### src/rtl/uart_cmd_rx.sv
// uart_cmd_rx: 8N1 UART receiver with a small command-frame parser.
// Frame: 0xAA header, command byte, data byte, and optionally a checksum byte.
// Define UART_CMD_RX_CHKSUM_EN to require the checksum byte (cmd + data, mod 256);
// without it, frames are three bytes and the adder is not built.
//
// Byte FSM
//   state   | meaning
//   S_IDLE  | line idle, waiting for a synchronized falling edge
//   S_START | timing to mid start bit; high sample rejects the edge as a glitch
//   S_DATA  | sampling 8 data bits, LSB first, one bit period apart
//   S_STOP  | sampling the stop bit; after a low stop, holds until the line is high
//
// Frame FSM
//   state   | meaning
//   F_HDR   | hunting for the 0xAA header, other bytes dropped
//   F_CMD   | next byte is the command
//   F_DAT   | next byte is the data
//   F_SUM   | next byte is the checksum (checksum build only)
module uart_cmd_rx #(
    parameter int CLK_FREQ     = 50000000,
    parameter int BAUD         = 9600,
    parameter int TIMEOUT_BITS = 20
) (
    input  logic       clk,
    input  logic       rst_n,
    input  logic       rx,
    output logic       cmd_valid,
    output logic [7:0] cmd_code,
    output logic [7:0] cmd_data,
    output logic       byte_valid,
    output logic [7:0] rx_byte,
    output logic       frame_err
);

    localparam int CLKS_PER_BIT = CLK_FREQ / BAUD;
    localparam int HALF_BIT     = CLKS_PER_BIT / 2;
    localparam int TO_CYCLES    = TIMEOUT_BITS * CLKS_PER_BIT;
    localparam int BW           = $clog2(CLKS_PER_BIT + 1);
    localparam int TW           = $clog2(TO_CYCLES + 1);

    localparam logic [BW-1:0] L_BIT_RELOAD  = BW'(CLKS_PER_BIT - 1);
    localparam logic [BW-1:0] L_HALF_RELOAD = BW'(HALF_BIT - 1);
    localparam logic [TW-1:0] L_TO_RELOAD   = TW'(TO_CYCLES - 1);

    typedef enum logic [1:0] {S_IDLE, S_START, S_DATA, S_STOP} byte_state_t;
    typedef enum logic [1:0] {F_HDR, F_CMD, F_DAT, F_SUM} frame_state_t;

    logic          r_rx_meta;
    logic          r_rx_sync;
    logic          r_rx_prev;
    logic          w_fall;

    byte_state_t   r_bstate;
    logic [BW-1:0] r_btmr;
    logic [2:0]    r_bit_idx;
    logic [7:0]    r_shift;
    logic [7:0]    r_rx_byte;
    logic          r_byte_valid;
    logic          r_stop_err;
    logic          r_wait_high;

    frame_state_t  r_fstate;
    logic [TW-1:0] r_to_cnt;
    logic [7:0]    r_cmd_b;
    logic [7:0]    r_cmd_code;
    logic [7:0]    r_cmd_data;
    logic          r_cmd_valid;
    logic          r_frame_err;

`ifdef UART_CMD_RX_CHKSUM_EN
    logic [7:0]    r_dat_b;
    logic [7:0]    w_sum;
    assign w_sum = r_cmd_b + r_dat_b;
`endif

    assign w_fall = r_rx_prev & ~r_rx_sync;

    // Two-flop synchronizer plus one delay stage for falling-edge detection
    always_ff @(posedge clk or negedge rst_n) begin
        if (!rst_n) begin
            r_rx_meta <= 1'b1;
            r_rx_sync <= 1'b1;
            r_rx_prev <= 1'b1;
        end else begin
            r_rx_meta <= rx;
            r_rx_sync <= r_rx_meta;
            r_rx_prev <= r_rx_sync;
        end
    end

    // Byte FSM: mid-bit sampling driven by a down-counting bit timer
    always_ff @(posedge clk or negedge rst_n) begin
        if (!rst_n) begin
            r_bstate     <= S_IDLE;
            r_btmr       <= '0;
            r_bit_idx    <= '0;
            r_shift      <= '0;
            r_rx_byte    <= '0;
            r_byte_valid <= 1'b0;
            r_stop_err   <= 1'b0;
            r_wait_high  <= 1'b0;
        end else begin
            r_byte_valid <= 1'b0;
            r_stop_err   <= 1'b0;
            case (r_bstate)
                S_IDLE: begin
                    if (w_fall) begin
                        r_bstate <= S_START;
                        r_btmr   <= L_HALF_RELOAD;
                    end
                end
                S_START: begin
                    if (r_btmr == '0) begin
                        if (!r_rx_sync) begin
                            r_bstate  <= S_DATA;
                            r_btmr    <= L_BIT_RELOAD;
                            r_bit_idx <= '0;
                        end else begin
                            r_bstate <= S_IDLE;
                        end
                    end else begin
                        r_btmr <= r_btmr - 1'b1;
                    end
                end
                S_DATA: begin
                    if (r_btmr == '0) begin
                        r_shift <= {r_rx_sync, r_shift[7:1]};
                        r_btmr  <= L_BIT_RELOAD;
                        if (r_bit_idx == 3'd7) begin
                            r_bstate <= S_STOP;
                        end else begin
                            r_bit_idx <= r_bit_idx + 1'b1;
                        end
                    end else begin
                        r_btmr <= r_btmr - 1'b1;
                    end
                end
                S_STOP: begin
                    if (r_wait_high) begin
                        // A broken stop bit may be a long break; do not rearm until the line recovers
                        if (r_rx_sync) begin
                            r_wait_high <= 1'b0;
                            r_bstate    <= S_IDLE;
                        end
                    end else if (r_btmr == '0) begin
                        if (r_rx_sync) begin
                            r_rx_byte    <= r_shift;
                            r_byte_valid <= 1'b1;
                            r_bstate     <= S_IDLE;
                        end else begin
                            r_stop_err  <= 1'b1;
                            r_wait_high <= 1'b1;
                        end
                    end else begin
                        r_btmr <= r_btmr - 1'b1;
                    end
                end
                default: r_bstate <= S_IDLE;
            endcase
        end
    end

    // Frame FSM: header hunt, field capture, checksum, inter-byte timeout
    always_ff @(posedge clk or negedge rst_n) begin
        if (!rst_n) begin
            r_fstate    <= F_HDR;
            r_to_cnt    <= '0;
            r_cmd_b     <= '0;
`ifdef UART_CMD_RX_CHKSUM_EN
            r_dat_b     <= '0;
`endif
            r_cmd_code  <= '0;
            r_cmd_data  <= '0;
            r_cmd_valid <= 1'b0;
            r_frame_err <= 1'b0;
        end else begin
            r_cmd_valid <= 1'b0;
            r_frame_err <= 1'b0;
            // The branches are exclusive, so cmd_valid and frame_err never coincide
            if (r_byte_valid) begin
                r_to_cnt <= L_TO_RELOAD;
                case (r_fstate)
                    F_HDR: begin
                        if (r_rx_byte == 8'hAA) begin
                            r_fstate <= F_CMD;
                        end
                    end
                    F_CMD: begin
                        r_cmd_b  <= r_rx_byte;
                        r_fstate <= F_DAT;
                    end
`ifdef UART_CMD_RX_CHKSUM_EN
                    F_DAT: begin
                        r_dat_b  <= r_rx_byte;
                        r_fstate <= F_SUM;
                    end
                    F_SUM: begin
                        if (r_rx_byte == w_sum) begin
                            r_cmd_code  <= r_cmd_b;
                            r_cmd_data  <= r_dat_b;
                            r_cmd_valid <= 1'b1;
                        end else begin
                            r_frame_err <= 1'b1;
                        end
                        r_fstate <= F_HDR;
                    end
`else
                    F_DAT: begin
                        r_cmd_code  <= r_cmd_b;
                        r_cmd_data  <= r_rx_byte;
                        r_cmd_valid <= 1'b1;
                        r_fstate    <= F_HDR;
                    end
`endif
                    default: r_fstate <= F_HDR;
                endcase
            end else if (r_stop_err) begin
                r_frame_err <= 1'b1;
                r_fstate    <= F_HDR;
                r_to_cnt    <= L_TO_RELOAD;
            end else if (r_fstate != F_HDR && r_bstate == S_IDLE) begin
                if (r_to_cnt == '0) begin
                    r_frame_err <= 1'b1;
                    r_fstate    <= F_HDR;
                    r_to_cnt    <= L_TO_RELOAD;
                end else begin
                    r_to_cnt <= r_to_cnt - 1'b1;
                end
            end else begin
                r_to_cnt <= L_TO_RELOAD;
            end
        end
    end

    assign cmd_valid  = r_cmd_valid;
    assign cmd_code   = r_cmd_code;
    assign cmd_data   = r_cmd_data;
    assign byte_valid = r_byte_valid;
    assign rx_byte    = r_rx_byte;
    assign frame_err  = r_frame_err;

endmodule

### config.mk
export PLATFORM = sky130hd
export DESIGN_NAME = uart_cmd_rx
export DESIGN_NICKNAME = d
export VERILOG_FILES = /design/src/rtl/uart_cmd_rx.sv
export SDC_FILE = /design/constraint.sdc
export NUM_CORES = 1
export LEC_CHECK = 0
export CORE_ASPECT_RATIO = 1.1
export CORE_MARGIN = 10
export CORE_UTILIZATION = 25
export DETAILED_ROUTE_END_ITERATION = 10
export PLACE_DENSITY = 0.43
export SYNTH_ARGS = -nofsm -noshare
export SYNTH_HDL_FRONTEND = slang
export SYNTH_SLANG_ARGS = --single-unit
### constraint.sdc
create_clock -name clk -period 2.35 [get_ports clk]
set_input_delay 0.47 -clock clk [delete_from_list [all_inputs] [get_ports clk]]
set_output_delay 0.47 -clock clk [all_outputs]
set_load 0.1 [all_outputs]
==> impl_results.rst, run 1 <==
.. list-table::
   :header-rows: 1

   * - Metric
     - Value
   * - Result of the run
     - finished, final reports clean
   * - Share of cells above drive strength 1
     - 23.26%
   * - Die span in y
     - 151.6 um
   * - Crit path time final
     - 2146 ps
   * - Worst path buffer plus inverter count
     - 0
   * - Latest clock arrival within the worst-skew pair
     - 350 ps
   * - Worst IR drop on VDD
     - 0.0004761 V
   * - Logic depth of the worst register-to-register path
     - 5
   * - Final Worst Setup Slack
     - 203.9 ps
   * - Setup Viol. Count Final
     - 0
   * - Worst flop-to-flop path startpoint
     - r_to_cnt[6]$_DFF_PN0_
   * - Number of enable-type register cells in the synthesized netlist
     - 0
   * - Worst setup slack after placement
     - 189.0 ps
   * - Iteration count of the initial detailed-routing pass
     - 4
   * - Clk pin slew, worst setup/hold paths
     - 70 ps
   * - Critical Path Sink Type
     - flop
   * - Worst clock skew
     - 8.062 ps
   * - Relative slew slack
     - 59.19%
   * - Warnings from Yosys
     - 0
   * - Number of top-level pins
     - 30
   * - Largest net degree at the start of global routing
     - 41
   * - Placement Rows
     - 48
   * - Flop and latch count out of synthesis
     - 85
   * - Final TNS setup
     - 0 ps
   * - Synth Flop Type
     - sky130_fd_sc_hd__dfrtp_1
   * - Cell Area, Synth
     - 0.003936 sq mm
   * - Filler cell count in the final layout
     - 1619
   * - TritonCTS clock tree
     - built
   * - Number of I/O port buffers
     - 29
   * - Number of global-route vias before repair
     - 2924
   * - Commonest non-fill, non-tap cells in the layout
     - sky130_fd_sc_hd__dfrtp_1 (82), sky130_fd_sc_hd__nand2_1 (75), sky130_fd_sc_hd__buf_4 (42), sky130_fd_sc_hd__nor2_1 (25), sky130_fd_sc_hd__mux2_2 (24)
   * - Total wirelength of the detailed-routed design
     - 8631 um
   * - Final number of max-transition violations
     - 0
   * - Setup repair bufs after CTS
     - 0
   * - Maximum cell stage delay along the critical path
     - 560 ps
   * - Vias per Instance
     - 4.582
   * - Starting utilization of the core area
     - 25.31%
   * - Wire length per cell
     - 13.99 um
   * - Post-Synthesis Net Count
     - 383
   * - Cells after Synth
     - 370
   * - Number of buffers created by CTS
     - 9
   * - Total Routing Usage GR
     - 8.655%
   * - Post-route fraction of the period consumed by the critical path
     - 91.32%
   * - Setup repair after global routing missed its margin
     - no
   * - Design Area, Final
     - 0.004772 sq mm
   * - Most common cell after layout, fill and taps aside
     - sky130_fd_sc_hd__dfrtp_1
   * - Library cells used by synthesis
     - 53
   * - Initial antenna violation count
     - 0
   * - Chain of cells forming the critical path
     - or4_4, or3_1, nor2_1, nand2_1, a32o_1
   * - Routed via count
     - 2827
   * - Mean instance size in the synthesized netlist
     - 10.64 sq um
   * - Proportion of register bits with asynchronous set or reset after synthesis
     - 100.0%
   * - Worst Path Class, Setup
     - flop to flop
   * - Placeable core area
     - 0.01555 sq mm
   * - Hold bufs inserted after CTS
     - 0
   * - Data arrival, critical path
     - 2380 ps
   * - Die X-Extent
     - 139.6 um
   * - Root buffer cell
     - sky130_fd_sc_hd__clkbuf_16
   * - HPWL Detailed
     - 6159 um
   * - Worst-Margin Slew
     - 604.2 ps
   * - Footprint of the flip-flops and latches
     - 0.002131 sq mm
   * - Worst hold path class
     - primary input to asynchronous set/reset pin
   * - CP startpoint kind
     - flop
   * - Pwr per Cell Area
     - 876.4 mW/mm^2
   * - Placement Cell Area
     - 0.004453 sq mm
   * - H-Tree Depth
     - 3
   * - Iteration-0 DRC count of the detailed router
     - 177
   * - Critical path fanouts, max
     - 7
   * - First-pass GRT wire length
     - 15020 um
   * - Dominant delay contributor by cell family on the critical path
     - simple AND/OR/NAND/NOR gates
   * - Layout area overhead
     - 21.23%
   * - Data required, critical path
     - 2590 ps
   * - Area used by multi-input combinational logic
     - 0.001698 sq mm
   * - Total congestion overflow after global routing
     - 0
   * - Number of antenna cells inserted
     - 0
   * - Highest Clock Rate
     - 0.4660 GHz
   * - Number of routed nets with antenna violations
     - 0
   * - RD Place Congestion
     - 0.8134
   * - Maximum root-to-sink buffer count
     - 2
   * - Total Die Area
     - 0.02117 sq mm
   * - Final net count
     - 425
   * - Sink Count
     - 85
   * - Leak pwr
     - 2.190 nW
   * - Resize count post-CTS
     - 0
   * - Reg2Reg Setup Slack
     - 200 ps
   * - Post-synthesis sequential area ratio
     - 54.13%
   * - CP max stage cell
     - sky130_fd_sc_hd__or4_4
   * - DRC violations left
     - 0
   * - RR Endpoint
     - r_fstate[1]$_DFFE_PN0P_
   * - Maximum capacitance violations
     - 0
   * - Final number of hold-violating endpoints
     - 0
synthesized netlist by cell type (3+ instances only):
library cell               instances  area share [%]
sky130_fd_sc_hd__nor4_1            6            0.95
sky130_fd_sc_hd__a21oi_1          16             2.0
sky130_fd_sc_hd__nor4_4            3             1.6
sky130_fd_sc_hd__nor2_1           25             2.4
sky130_fd_sc_hd__clkbuf_1          6            0.57
sky130_fd_sc_hd__o21ai_0          11             1.4
sky130_fd_sc_hd__or3_1             5            0.79
sky130_fd_sc_hd__nor3_1           12             1.5
sky130_fd_sc_hd__or4_1             4            0.76
sky130_fd_sc_hd__nand3_1           4            0.51
sky130_fd_sc_hd__buf_2             5            0.64
sky130_fd_sc_hd__dfrtp_1          82              52
sky130_fd_sc_hd__a31oi_1           4            0.64
sky130_fd_sc_hd__nand2_1          75             7.2
sky130_fd_sc_hd__dfstp_2           3             2.0
sky130_fd_sc_hd__o22a_1            5             1.1
sky130_fd_sc_hd__xnor2_1          12             2.7
sky130_fd_sc_hd__inv_1            15             1.4
sky130_fd_sc_hd__mux2_2           24             6.9
sky130_fd_sc_hd__ha_1             10             3.2
per-layer routing:
layer | global-route usage [%] | share of wire (%)
met3 | 3.148 | 3.8
met4 | 2.686 | 1.2
met5 | 0 | 0
met1 | 10.71 | 48
met2 | 13.82 | 47
flip-flops by register name, indices dropped and copies added, names as in the netlist, 2 cells and up, named ones only:
signal and flops:
cmd_data 8, r_cmd_b 8, r_btmr 13, r_bit_idx 3, rx_byte 8, r_shift 8
r_to_cnt 17, cmd_code 8, r_fstate 2
stage by stage:
step / power (W) / instances / hold WS (ps) / utilization [%]
floorplan: 0.002382 / 370 / 174.4 / -
global placement: 0.002737 / 601 / 345.5 / 28.63
detailed placement: 0.002732 / 601 / 347.0 / 28.63
CTS: 0.004236 / 617 / 119.8 / 30.61
global route: 0.004439 / 617 / 134.1 / 30.68
finish: 0.004182 / 617 / 104.0 / 30.68
how the worst max path moves through the flow:
stage,startpoint,to,slack [ps],cells after the start
6_report,r_to_cnt[6]$_DFF_PN0_,r_fstate[1]$_DFFE_PN0P_,200,5
5_1_grt,r_btmr[0]$_DFFE_PN0P_,r_shift[5]$_DFFE_PN0P_,30,7
4_1_cts,r_to_cnt[6]$_DFF_PN0_,r_to_cnt[8]$_DFF_PN0_,180,5
3_5_place_dp,r_to_cnt[6]$_DFF_PN0_,r_to_cnt[8]$_DFF_PN0_,190,5
3_3_place_gp,r_to_cnt[6]$_DFF_PN0_,r_to_cnt[8]$_DFF_PN0_,210,5
2_1_floorplan,r_btmr[0]$_DFFE_PN0P_,r_btmr[11]$_DFFE_PN0P_,310,8
layout make-up:
cell class | count | area share [%]
Sequential cell | 85 | 44.65
Multi-Input combinational cell | 257 | 35.58
Timing Repair Buffer | 43 | 6.817
Tap cell | 200 | 5.244
Clock buffer | 10 | 5.008
Clock inverter | 6 | 1.442
Inverter | 16 | 1.259
power breakdown:
part	leakage [nW]	switching [W]	total, W	internal [W]
combinational	0.944	0.000618	0.00103	0.000411
clock	0.149	0.000610	0.00147	0.000860
sequential	1.10	0.000120	0.00168	0.00156
cells by family (layout without fill, tap and decap cells):
kind of cell             Yosys count  in the layout  synth area share [%]
AO/OA/AOI/OAI                     57             57                 10.08
buffers and inverters             28             75                 3.019
multiplexers                      24             24                 6.866
flip-flops                        85             85                 54.13
adder cells (fa/ha/maj)           10             10                 3.179
AND/OR/NAND/NOR                  152            152                 19.61
XOR/XNOR                          14             14                 3.115
(Power assumes the default switching activity.)
==> inputs of run 2 (changes only) <==
--- a/config.mk
+++ b/config.mk
@@ -6,9 +6,10 @@
 export NUM_CORES = 1
 export LEC_CHECK = 0
 export CORE_ASPECT_RATIO = 1.1
-export CORE_MARGIN = 10
+export CORE_MARGIN = 2
 export CORE_UTILIZATION = 25
 export DETAILED_ROUTE_END_ITERATION = 10
+export GPL_TIMING_DRIVEN = 0
 export PLACE_DENSITY = 0.43
 export SYNTH_ARGS = -nofsm -noshare
 export SYNTH_HDL_FRONTEND = slang
==> constraint.sdc (replaced) <==
create_clock -name clk -period 2.7 [get_ports clk]
set_input_delay 0.54 -clock clk [delete_from_list [all_inputs] [get_ports clk]]
set_output_delay 0.54 -clock clk [all_outputs]
set_load 0.1 [all_outputs]
==> impl_results.rst, run 2 (synthesized netlist as in run 1, its figures left out) <==
.. list-table::
   :header-rows: 1

   * - Metric
     - Value
   * - Result of the run
     - finished, final reports clean
   * - RD Place Congestion
     - 0.7364
   * - Sink Count
     - 85
   * - Setup repair bufs after CTS
     - 0
   * - Root buffer cell
     - sky130_fd_sc_hd__clkbuf_16
   * - Worst-Margin Slew
     - 1007 ps
   * - Maximum root-to-sink buffer count
     - 2
   * - Final number of hold-violating endpoints
     - 0
   * - Data arrival, critical path
     - 1980 ps
   * - Worst IR drop on VDD
     - 0.0003022 V
   * - First-pass GRT wire length
     - 13900 um
   * - Relative slew slack
     - 32.63%
   * - Reg2Reg Setup Slack
     - 290 ps
   * - DRC violations left
     - 0
   * - Number of antenna cells inserted
     - 0
   * - Pwr per Cell Area
     - 769.6 mW/mm^2
   * - Die span in y
     - 135.6 um
   * - Iteration count of the initial detailed-routing pass
     - 4
   * - HPWL Detailed
     - 5573 um
   * - Fraction of power spent switching nets
     - 31.12%
   * - Final net count
     - 424
   * - Die X-Extent
     - 123.6 um
   * - Data required, critical path
     - 2160 ps
   * - Largest registers
     - r_to_cnt (17), r_btmr (13)
   * - Design Area, Final
     - 0.004858 sq mm
   * - Logic gate share of total power
     - 22.2%
   * - H-Tree Depth
     - 3
   * - Share of total power in the clock network
     - 38.6%
   * - Clk pin slew, worst setup/hold paths
     - 70 ps
   * - Placement Rows
     - 48
   * - Vias per Instance
     - 4.529
   * - Maximum cell stage delay along the critical path
     - 1180 ps
   * - Dominant delay contributor by cell family on the critical path
     - buffers and inverters
   * - Share of cells above drive strength 1
     - 14.66%
   * - Setup repair after global routing missed its margin
     - no
   * - Critical Path Sink Type
     - primary output
   * - Crit path depth
     - 1
   * - Proportion of power drawn by flip-flops and latches
     - 39.2%
   * - Register ranked first by flip-flop count
     - r_to_cnt
   * - Minimum hold slack
     - 121.1 ps
   * - Crit path time final
     - 2516 ps
   * - Switching power
     - 0.001164 W
   * - Number of I/O port buffers
     - 29
   * - Placeable core area
     - 0.01555 sq mm
   * - Flip-flop count of the largest register, all copies and words added
     - 17
   * - Worst hold path class
     - primary input to asynchronous set/reset pin
   * - Maximum capacitance violations
     - 0
   * - Most common cell after layout, fill and taps aside
     - sky130_fd_sc_hd__dfrtp_1
   * - Total congestion overflow after global routing
     - 0
   * - Total wirelength of the detailed-routed design
     - 8139 um
   * - Worst flop-to-flop path startpoint
     - r_rx_sync$_DFF_PN1_
   * - Cell Int Power
     - 0.002575 W
   * - Starting utilization of the core area
     - 25.31%
   * - Highest Clock Rate
     - 0.3975 GHz
   * - Logic depth of the worst register-to-register path
     - 7
   * - Worst path buffer plus inverter count
     - 1
   * - Chain of cells forming the critical path
     - clkdlybuf4s50_1
   * - Largest net degree at the start of global routing
     - 57
   * - Latest clock arrival within the worst-skew pair
     - 340 ps
   * - Layout area overhead
     - 23.43%
   * - Number of top-level pins
     - 30
   * - Critical path fanouts, max
     - 7
   * - Placement Cell Area
     - 0.004502 sq mm
   * - Leak pwr
     - 2.126 nW
   * - Number of global-route vias before repair
     - 2805
   * - Iteration-0 DRC count of the detailed router
     - 214
   * - Wire length per cell
     - 13.21 um
   * - Setup Viol. Count Final
     - 0
   * - RR Endpoint
     - r_btmr[2]$_DFFE_PN0P_
   * - Final number of max-transition violations
     - 0
   * - Total Routing Usage GR
     - 10.71%
   * - Number of buffers created by CTS
     - 9
   * - Initial antenna violation count
     - 0
   * - CP startpoint
     - byte_valid$_DFF_PN0_
   * - CP max stage cell
     - sky130_fd_sc_hd__clkdlybuf4s50_1
   * - Total Die Area
     - 0.01677 sq mm
   * - Worst Path Class, Setup
     - flop to primary output
   * - Worst clock skew
     - 8.884 ps
   * - Commonest non-fill, non-tap cells in the layout
     - sky130_fd_sc_hd__dfrtp_1 (82), sky130_fd_sc_hd__nand2_1 (75), sky130_fd_sc_hd__clkdlybuf4s50_1 (28), sky130_fd_sc_hd__nor2_1 (25), sky130_fd_sc_hd__mux2_2 (24)
   * - Routed via count
     - 2790
   * - Number of routed nets with antenna violations
     - 0
   * - TritonCTS clock tree
     - built
   * - CP startpoint kind
     - flop
   * - Post-route fraction of the period consumed by the critical path
     - 93.18%
[run 2: cell count changes in the layout (fill, tap and decap cells not counted), sizes merged]
cell / before / now
buf: 42 / 8
bufinv: 1 / 3
clkbuf: 10 / 15
clkdlybuf4s50: 1 / 28
inv: 17 / 16
[run 2: stage by stage]
stage          utilization (%)  total power [W]  TNS (ps)  worst slack (ps)  cells
3_3_place_gp             28.78         0.002296   -180200             -2163    599
3_5_place_dp             28.94         0.002308         0             164.8    600
2_1_floorplan                -         0.002074         0             663.3    370
6_report                 31.23         0.003739         0             184.1    616
4_1_cts                  31.18         0.003775         0             134.3    616
5_1_grt                  31.23         0.003969         0             50.29    616
[run 2: how the worst max path moves through the flow]
stage,slack (ps),end
4_1_cts,130,r_btmr[2]$_DFFE_PN0P_
3_5_place_dp,160,r_btmr[2]$_DFFE_PN0P_
2_1_floorplan,660,r_btmr[11]$_DFFE_PN0P_
3_3_place_gp,-2160,r_btmr[4]$_DFFE_PN0P_
5_1_grt,50,r_btmr[10]$_DFFE_PN0P_
6_report,180,byte_valid
[run 2: layer usage]
| layer | track usage, % | wire length [um] |
|---|---|---|
| met5 | 0 | 0 |
| met2 | 16.67 | 3768 |
| met4 | 4.545 | 159 |
| met3 | 3.283 | 285 |
| met1 | 13.68 | 3926 |
[run 2: timing repair]
action,CTS,global route
setup endpoints to repair,0,9
gates resized for setup,0,1
hold buffers,0,0
[run 2: cell type report]
class | instances | area, sq um
fillers | 1564 | 10700
multi-input cells | 257 | 1695
repair buffers | 30 | 315.3
clock inverters | 7 | 122.6
clock buffers | 9 | 225.2
inverters | 16 | 60.06
well taps | 200 | 250.2
flip-flops and latches | 85 | 2131
plain buffers | 12 | 58.81
[run 2: power by group through the flow]
stage / Combinational, W / Clock [W] / Sequential (W)
3_3_place_gp: 0.000814 / 0 / 0.00148
3_5_place_dp: 0.000823 / 0 / 0.00148
5_1_grt: 0.000941 / 0.00155 / 0.00148
2_1_floorplan: 0.000613 / 0 / 0.00146
4_1_cts: 0.000828 / 0.00149 / 0.00146
6_report: 0.000828 / 0.00144 / 0.00147
==> inputs of run 3 (changes only) <==
--- a/config.mk
+++ b/config.mk
@@ -6,7 +6,6 @@
 export NUM_CORES = 1
 export LEC_CHECK = 0
 export CORE_ASPECT_RATIO = 1.1
-export CORE_MARGIN = 2
 export CORE_UTILIZATION = 25
 export DETAILED_ROUTE_END_ITERATION = 10
 export GPL_TIMING_DRIVEN = 0
==> impl_results.rst, run 3 (synthesized netlist as in run 1, its figures left out) <==
.. list-table::
   :header-rows: 1

   * - Metric
     - Value
   * - Filler cell count in the final layout
     - 1561
   * - Critical path fanouts, max
     - 5
   * - CP startpoint kind
     - flop
   * - Crit path time final
     - 2503 ps
   * - Clk pin slew, worst setup/hold paths
     - 60 ps
   * - Final number of max-transition violations
     - 0
   * - Maximum cell stage delay along the critical path
     - 1190 ps
   * - Result of the run
     - finished, final reports clean
   * - Logic depth of the worst register-to-register path
     - 8
   * - Worst Path Class, Setup
     - flop to primary output
   * - Logic gate share of total power
     - 22.7%
   * - Final net count
     - 424
   * - Vias per Instance
     - 4.524
   * - Placeable core area
     - 0.01523 sq mm
   * - Number of top-level pins
     - 30
   * - Initial antenna violation count
     - 0
   * - Highest Clock Rate
     - 0.3996 GHz
   * - Most common cell after layout, fill and taps aside
     - sky130_fd_sc_hd__dfrtp_1
   * - Setup Viol. Count Final
     - 0
   * - Worst-Margin Slew
     - 996.0 ps
   * - Critical Path Sink Type
     - primary output
   * - Data arrival, critical path
     - 1960 ps
   * - DRC violations left
     - 0
   * - Root buffer cell
     - sky130_fd_sc_hd__clkbuf_16
   * - Share of total power in the clock network
     - 36.8%
   * - Cell Int Power
     - 0.002498 W
   * - Latest clock arrival within the worst-skew pair
     - 340 ps
   * - Proportion of power drawn by flip-flops and latches
     - 40.6%
   * - H-Tree Depth
     - 3
   * - Switching power
     - 0.001105 W
   * - Final number of hold-violating endpoints
     - 0
   * - Filler-free cell count of the finished design
     - 611
   * - Routed via count
     - 2764
   * - Layout area overhead
     - 22.35%
   * - Worst IR drop on VDD
     - 0.0003379 V
   * - Largest net degree at the start of global routing
     - 48
   * - Die span in y
     - 133.6 um
   * - Number of antenna cells inserted
     - 0
   * - Total Routing Usage GR
     - 11.42%
   * - TritonCTS clock tree
     - built
   * - Dominant delay contributor by cell family on the critical path
     - buffers and inverters
   * - Worst setup slack after placement
     - 201.1 ps
   * - HPWL Detailed
     - 5620 um
   * - Worst path buffer plus inverter count
     - 1
   * - Crit path depth
     - 1
   * - Number of I/O port buffers
     - 29
   * - Worst flop-to-flop path startpoint
     - r_btmr[0]$_DFFE_PN0P_
   * - Worst clock skew
     - 4.455 ps
   * - Worst hold path class
     - primary input to asynchronous set/reset pin
   * - Fraction of power spent switching nets
     - 30.67%
   * - Die X-Extent
     - 121.6 um
   * - Chain of cells forming the critical path
     - clkdlybuf4s50_1
   * - Largest registers
     - r_to_cnt (17), r_btmr (13)
   * - Total wirelength of the detailed-routed design
     - 8154 um
   * - Placed cell count
     - 596
   * - Commonest non-fill, non-tap cells in the layout
     - sky130_fd_sc_hd__dfrtp_1 (82), sky130_fd_sc_hd__nand2_1 (75), sky130_fd_sc_hd__clkdlybuf4s50_1 (28), sky130_fd_sc_hd__nor2_1 (25), sky130_fd_sc_hd__mux2_2 (24)
   * - Data required, critical path
     - 2160 ps
   * - Starting utilization of the core area
     - 25.84%
   * - Setup repair after global routing missed its margin
     - no
   * - Post-route fraction of the period consumed by the critical path
     - 92.69%
   * - Pwr per Cell Area
     - 748.1 mW/mm^2
   * - Register ranked first by flip-flop count
     - r_to_cnt
   * - First-pass GRT wire length
     - 14340 um
   * - Share of cells above drive strength 1
     - 14.22%
   * - Sink Count
     - 85
   * - RD Place Congestion
     - 0.7012
   * - CP max stage cell
     - sky130_fd_sc_hd__clkdlybuf4s50_1
   * - Flip-flop count of the largest register, all copies and words added
     - 17
   * - Final Worst Setup Slack
     - 197.2 ps
   * - Maximum root-to-sink buffer count
     - 2
   * - Wire length per cell
     - 13.35 um
   * - Number of routed nets with antenna violations
     - 0
   * - Iteration count of the initial detailed-routing pass
     - 4
   * - CP startpoint
     - rx_byte[7]$_DFFE_PN0P_
   * - Total congestion overflow after global routing
     - 0
   * - Leak pwr
     - 2.112 nW
   * - Number of buffers created by CTS
     - 9
   * - Relative slew slack
     - 33.39%
   * - Placement Rows
     - 47
   * - Hold bufs inserted after CTS
     - 0
   * - Iteration-0 DRC count of the detailed router
     - 186
   * - Number of global-route vias before repair
     - 2808
   * - Final TNS setup
     - 0 ps
   * - Minimum hold slack
     - 185.9 ps
   * - Total Die Area
     - 0.01625 sq mm
   * - Maximum capacitance violations
     - 0
[run 3: cell types whose count changed in the layout (fill, tap and decap cells not counted), sizes merged]
| cell | change |
|---|---|
| bufinv | -1 |
| clkinvlp | -1 |
| clkbuf | +3 |
| clkinv | -2 |
[run 3: power by group through the flow]
stage | sequential, W | combinational [W] | clock (W)
2_1_floorplan | 0.00146 | 0.000613 | 0
3_3_place_gp | 0.00148 | 0.000815 | 0
3_5_place_dp | 0.00148 | 0.000820 | 0
4_1_cts | 0.00146 | 0.000824 | 0.00139
5_1_grt | 0.00148 | 0.000948 | 0.00143
6_report | 0.00146 | 0.000817 | 0.00132
[run 3: layout make-up]
type / instances / area (sq um) / area share [%]
buffer: 12 / 58.81 / 1.221
clock buffer: 12 / 246.5 / 5.118
clock inverter: 3 / 68.82 / 1.429
inverter: 16 / 60.06 / 1.247
multi-input combinational: 257 / 1690 / 35.10
sequential: 85 / 2131 / 44.25
tap: 196 / 245.2 / 5.092
timing repair buffer: 30 / 315.3 / 6.547
[run 3: stage by stage]
step                      area (sq um)  total power [W]  utilization, %
final                             4816         0.003603           31.62
after global placement            4472         0.002297           29.36
after detailed placement          4497         0.002304           29.52
after floorplan                   3936         0.002074               -
after global routing              4816         0.003862           31.62
after CTS                         4812         0.003672           31.59
[run 3: worst paths after layout]
check | end | slack [ps]
max | rx_byte[7] | 200
min | cmd_data[6]$_DFFE_PN0P_ | 190
max reg2reg | r_btmr[2]$_DFFE_PN0P_ | 290
min reg2reg | r_rx_sync$_DFF_PN1_ | 360
max in group asynchronous | r_rx_prev$_DFF_PN1_ | 1860
min in group clk | r_rx_sync$_DFF_PN1_ | 360
[run 3: per-layer routing]
| metal | part of all wire (%) | global-route usage [%] |
|---|---|---|
| met5 | 0 | 0 |
| met1 | 48 | 15.19 |
| met3 | 3.8 | 4.067 |
| met2 | 47 | 17.30 |
| met4 | 1.4 | 3.292 |
[run 3: repair_timing]
| item | in CTS | in global routing |
|---|---|---|
| resized for setup | 0 | 1 |
| endpoints found under the setup margin | 0 | 4 |
| setup buffers | 0 | 0 |
